### src/rtl/pet_uart_pkg.sv
// Shared types and constants for the PET serial transmitter.
// Holds the FSM state type, the default bit period and the 8N1 frame length.
package pet_uart_pkg;

    typedef enum logic [1:0] {
        ST_IDLE  = 2'd0,
        ST_START = 2'd1,
        ST_DATA  = 2'd2,
        ST_STOP  = 2'd3
    } tx_state_t;

    // 115200 baud from a 100 MHz system clock
    localparam int DEFAULT_CLKS_PER_BIT = 868;
    localparam int DATA_BITS            = 8;
    localparam int FRAME_BITS           = 10;

endpackage

### src/rtl/pet_tx_fifo.sv
// Single-clock byte FIFO feeding the transmitter. Writes to a full FIFO are
// dropped and latch a sticky overflow flag; reads from an empty FIFO are ignored.
module pet_tx_fifo #(
    parameter int DEPTH = 8
) (
    input  logic       clk,
    input  logic       reset,
    input  logic [7:0] wr_data,
    input  logic       wr_en,
    input  logic       rd_en,
    output logic [7:0] rd_data,
    output logic       full,
    output logic       empty,
    output logic       overflow
);

    localparam int PW = $clog2(DEPTH);
    localparam int CW = $clog2(DEPTH) + 1;

    logic [7:0]    mem [DEPTH];
    logic [PW-1:0] wr_ptr;
    logic [PW-1:0] rd_ptr;
    logic [CW-1:0] count;
    logic          wr_ok;
    logic          rd_ok;

    // Acceptance looks at the registered count only, so a simultaneous pop
    // never makes room for a write arriving while full.
    assign full    = (count == CW'(DEPTH));
    assign empty   = (count == '0);
    assign wr_ok   = wr_en && !full;
    assign rd_ok   = rd_en && !empty;
    assign rd_data = mem[rd_ptr];

    always_ff @(posedge clk) begin
        if (reset) begin
            wr_ptr   <= '0;
            rd_ptr   <= '0;
            count    <= '0;
            overflow <= 1'b0;
        end else begin
            if (wr_ok) wr_ptr <= wr_ptr + PW'(1);
            if (rd_ok) rd_ptr <= rd_ptr + PW'(1);
            case ({wr_ok, rd_ok})
                2'b10:   count <= count + CW'(1);
                2'b01:   count <= count - CW'(1);
                default: count <= count;
            endcase
            if (wr_en && full) overflow <= 1'b1;
        end
    end

    always_ff @(posedge clk) begin
        if (!reset && wr_ok) mem[wr_ptr] <= wr_data;
    end

endmodule

### src/rtl/pet_uart_tx.sv
// 8N1 serial transmitter with a small write FIFO. The FSM pops one byte per
// frame and chains frames back to back while the FIFO has data.
module pet_uart_tx
    import pet_uart_pkg::*;
#(
    parameter int CLKS_PER_BIT = DEFAULT_CLKS_PER_BIT,
    parameter int FIFO_DEPTH   = 8
) (
    input  logic       CLK,
    input  logic       RESET,
    input  logic [7:0] DATA_IN,
    input  logic       WR_STRB,
    output logic       FULL,
    output logic       EMPTY,
    output logic       BUSY,
    output logic       OVERFLOW,
    output logic       TXD,
    output tx_state_t  state_dbg
);

    localparam logic [15:0] BAUD_RELOAD = 16'(CLKS_PER_BIT - 1);
    localparam logic [2:0]  LAST_BIT    = 3'(DATA_BITS - 1);

    tx_state_t   state, state_next;
    logic [15:0] baud_cnt, baud_next;
    logic [2:0]  bit_idx, idx_next;
    logic [7:0]  shift_reg, shift_next;
    logic        txd_q, txd_next;
    logic        pop;
    logic        bit_done;
    logic        fifo_empty;
    logic        fifo_full;
    logic [7:0]  fifo_rd_data;

    pet_tx_fifo #(
        .DEPTH (FIFO_DEPTH)
    ) u_fifo (
        .clk      (CLK),
        .reset    (RESET),
        .wr_data  (DATA_IN),
        .wr_en    (WR_STRB),
        .rd_en    (pop),
        .rd_data  (fifo_rd_data),
        .full     (fifo_full),
        .empty    (fifo_empty),
        .overflow (OVERFLOW)
    );

    assign bit_done  = (baud_cnt == 16'd0);
    assign FULL      = fifo_full;
    assign EMPTY     = fifo_empty;
    assign BUSY      = (state != ST_IDLE) || !fifo_empty;
    assign TXD       = txd_q;
    assign state_dbg = state;

    always_ff @(posedge CLK) begin
        if (RESET) begin
            state     <= ST_IDLE;
            baud_cnt  <= 16'd0;
            bit_idx   <= 3'd0;
            shift_reg <= 8'd0;
            txd_q     <= 1'b1;
        end else begin
            state     <= state_next;
            baud_cnt  <= baud_next;
            bit_idx   <= idx_next;
            shift_reg <= shift_next;
            txd_q     <= txd_next;
        end
    end

    // The line level is registered from the current state, so it trails the
    // state by one cycle; every bit still lasts exactly CLKS_PER_BIT cycles.
    always_comb begin
        state_next = state;
        baud_next  = baud_cnt;
        idx_next   = bit_idx;
        shift_next = shift_reg;
        txd_next   = 1'b1;
        pop        = 1'b0;
        case (state)
            ST_IDLE: begin
                baud_next = 16'd0;
                if (!fifo_empty) begin
                    pop        = 1'b1;
                    shift_next = fifo_rd_data;
                    baud_next  = BAUD_RELOAD;
                    state_next = ST_START;
                end
            end
            ST_START: begin
                txd_next = 1'b0;
                if (bit_done) begin
                    baud_next  = BAUD_RELOAD;
                    idx_next   = 3'd0;
                    state_next = ST_DATA;
                end else begin
                    baud_next = baud_cnt - 16'd1;
                end
            end
            ST_DATA: begin
                txd_next = shift_reg[bit_idx];
                if (bit_done) begin
                    baud_next = BAUD_RELOAD;
                    if (bit_idx == LAST_BIT) begin
                        idx_next   = 3'd0;
                        state_next = ST_STOP;
                    end else begin
                        idx_next = bit_idx + 3'd1;
                    end
                end else begin
                    baud_next = baud_cnt - 16'd1;
                end
            end
            ST_STOP: begin
                txd_next = 1'b1;
                if (bit_done) begin
                    // Chain straight into the next start bit when data is waiting.
                    if (!fifo_empty) begin
                        pop        = 1'b1;
                        shift_next = fifo_rd_data;
                        baud_next  = BAUD_RELOAD;
                        state_next = ST_START;
                    end else begin
                        baud_next  = 16'd0;
                        state_next = ST_IDLE;
                    end
                end else begin
                    baud_next = baud_cnt - 16'd1;
                end
            end
            default: begin
                state_next = ST_IDLE;
                baud_next  = 16'd0;
                idx_next   = 3'd0;
            end
        endcase
    end

endmodule
### config.mk
export PLATFORM = sky130hd
export DESIGN_NAME = pet_uart_tx
export DESIGN_NICKNAME = d
export VERILOG_FILES = /design/src/rtl/pet_uart_pkg.sv /design/src/rtl/pet_tx_fifo.sv /design/src/rtl/pet_uart_tx.sv
export SDC_FILE = /design/constraint.sdc
export NUM_CORES = 1
export LEC_CHECK = 0
export ABC_AREA = 0
export CAP_MARGIN = 30
export CORE_AREA = 2 2 98 100
export CTS_CLUSTER_SIZE = 40
export DETAILED_ROUTE_END_ITERATION = 8
export DIE_AREA = 0 0 100 102
export GPL_ROUTABILITY_DRIVEN = 0
export GPL_TIMING_DRIVEN = 1
export PLACE_DENSITY = 0.71
export SLEW_MARGIN = 20
export SYNTH_ARGS = -nofsm -noshare
export SYNTH_HDL_FRONTEND = slang
export SYNTH_SLANG_ARGS = --single-unit
### constraint.sdc
create_clock -name CLK -period 8.5 [get_ports CLK]
set_input_delay 0.85 -clock CLK [delete_from_list [all_inputs] [get_ports CLK]]
set_output_delay 0.85 -clock CLK [all_outputs]
set_load 0.1 [all_outputs]
==> impl_metrics.yaml <==
status:
  outcome: "completed"
pwr:
  cellLeakagePower_uw: 0.00185
  p_per_area_nw_per_um2: 305
  ir_worst_vdd_mv: 0.142
timing:
  final_max_slew_viol_count: 0
  fin_skew_ns: 0.0155
  finalSetupTns_ns: 0
  timing.hold.ws_ns: 0.480
  fin_crit_sh: 0.427
  tightest_slew_ns: 0.975
  slew_headroom: 0.348
  fmax_mhz: 276
  finalHoldViolCount: 0
  rsz0062_at_grt: "false"
  setup_viol: 0
  period_needed_ns: 3.63
setup_path:
  crit_start: "u_fifo.count[0]"
  cp_data_required_time_ns: 7.65
  r2r-end: "u_fifo.count[2]"
  cp-start-kind: "flip-flop"
  cp.arrival_ns: 2.78
  r2r_cells: 13
  rr_startpoint: "baud_cnt[0]"
  end_kind: "primary output"
  path_class: "flip-flop to primary output"
  reg2reg_slack_ns: 5.39
  cp_max_fo: 7
cells_and_area:
  final_util: 0.589
  mostFrequentLayoutCells: "64 x edfxtp_1, 43 x dfxtp_1, 31 x nor2_1, 18 x mux4_2, 17 x clkdlybuf4s50_1"
  nets: 416
  syn_to_final_growth_pct: 9.17
  layout.cells.most_common: "edfxtp_1"
  largest_reg_flops: 64
  fin_area_um2: 5360
  insertedDiodeCount: 0
  drive_gt1_frac: 0.152
grt:
  antenna_found_initial: 0
  track_usage: 0.193
  grt_remaining_overflow: 0
  grt_start_max_net_pins: 35
  first_global_vias: 3064
  grt_pass1_wl_mm: 15.2
drt:
  firstDrtPassIters: 4
  drcViolationCount: 0
  avgViaCountPerCell: 5.99
  routed_wl_mm: 9.01
  dr.first_iter.drc_count: 123
  drtAntennaViolNets: 0
  via_count: 3039
  wire_per_inst_um: 17.8
floorplanning:
  core-area_um2: 9110
  die_area_um2: 10200
  die_h_um: 102
  io_pins: 18
  die_w_um: 100
  rows: 35
  start_util: 0.539
cts:
  cts-root-buf: "clkbuf_8"
  cts_buffer_depth: 2
  htree_levels: 3
  ctsResizeCount: 0
  cts_made_buffers: 9
  hold_buffers: 0
  numClockSinks: 108
  clk_latency_ns: 0.36
  post_cts_buffers: 0
  clkTransAtPathRegs_ns: 0.11
  cts_tree: "built"
place:
  hpwl_mm: 6.02
  placedInstanceArea_um2: 5170
  portBuffers: 17
worst_hold_path:
  min_to: "u_fifo.overflow"
  min_path_type: "flip-flop to flip-flop"
  min_from: "u_fifo.overflow"
  hold_depth: 2
synth:
  synthCells: 375
  yosysWarnings: 0
  synth_area_leader_cell: "edfxtp_1"
  synth_cell_types: 59
  async_reset_ff_frac: 0
  synth_area_um2: 4910
  synth_area_per_cell_um2: 13.1
  synth_area_leaders: "edfxtp_1 39%, dfxtp_1 18%, mux4_2 8.3%"
  ys_ff_latch: 108
  synth_top_area_frac: 0.391
  synth_edf_count: 64
  ys_seq_area_frac: 0.570
  synthesis.nets: 400
  synth_ff_type: "edfxtp_1"
run:
  drv_cap: 0
==> synth_stat cells, types with 2 or more instances <==
cell and n:
edfxtp_1 64, dfxtp_1 44, nor2_1 31, mux4_2 18, nand2_1 16, ha_1 14
mux2i_1 14, a21oi_1 12, nand3_1 11, o21ai_0 11, xor2_1 10, clkbuf_1 9
nor3_1 9, inv_1 8, nand2b_1 7, nand4_1 7, nor3b_1 7, a2111oi_0 5
a31o_2 5, nor2b_1 5, or4_1 5, buf_2 4, nor4_1 4, o31ai_1 4
or3_1 4, a2111oi_2 3, a31o_1 3, a31oi_1 3, nand3b_1 3, a311oi_1 2
buf_6 2, mux2_2 2, nor4_2 2, xnor2_1 2
==> final cells by class <==
class | count | area [µm²]
sequential | 108 | 2800
clock buffer | 10 | 128
fill | 742 | 3740
tap | 111 | 139
timing repair buffer | 23 | 213
clock inverter | 6 | 56.3
inverter | 8 | 30.0
multi-input combinational | 241 | 1990
==> stage by stage <==
step,setup slack (ns),power (µW),std cells
after floorplan,4.89,1220,375
after global placement,4.90,1340,488
after detailed placement,4.97,1350,490
after CTS,4.84,1650,506
after global routing,4.79,1750,507
final,4.87,1640,507
==> cells by family after synthesis <==
family,count (synthesis),synth area share
and+or+nand+nor,123,0.145
DFF,108,0.570
adders and majority gates,14,0.0357
muxes,34,0.116
AOI/OAI and AO/OA,58,0.0871
xor gates and xnor gates,12,0.0214
buffers and inverters,26,0.0250
==> how the worst max path moves through the flow <==
stage               slack (ns)                to
floorplan                 4.89   u_fifo.count[2]
global route              4.79              FULL
finish                    4.87              FULL
global placement          4.90  u_fifo.mem[2][2]
CTS                       4.84              FULL
detailed placement        4.97  u_fifo.mem[7][4]
==> where the power goes <==
| group | switching [µW] | internal [µW] |
|---|---|---|
| clock network | 184 | 113 |
| registers | 77.8 | 617 |
| logic | 384 | 262 |
| total | 646 | 992 |
==> critical path, cell delays in order, from the launching register on <==
cell	delay, ns
dfxtp_1	0.39
or4b_2	0.77
inv_1	0.11
clkdlybuf4s50_1	1.14
==> routing by layer <==
layer | vias to the layer above | track usage | routed length (µm)
met4 | 0 | 0.0537 | 71
met1 | 1514 | 0.250 | 4200
met3 | 5 | 0.0349 | 207
li1 | 1482 | - | -
met5 | - | 0 | 0
met2 | 38 | 0.337 | 4530
Power figures use the tool's default switching activity.
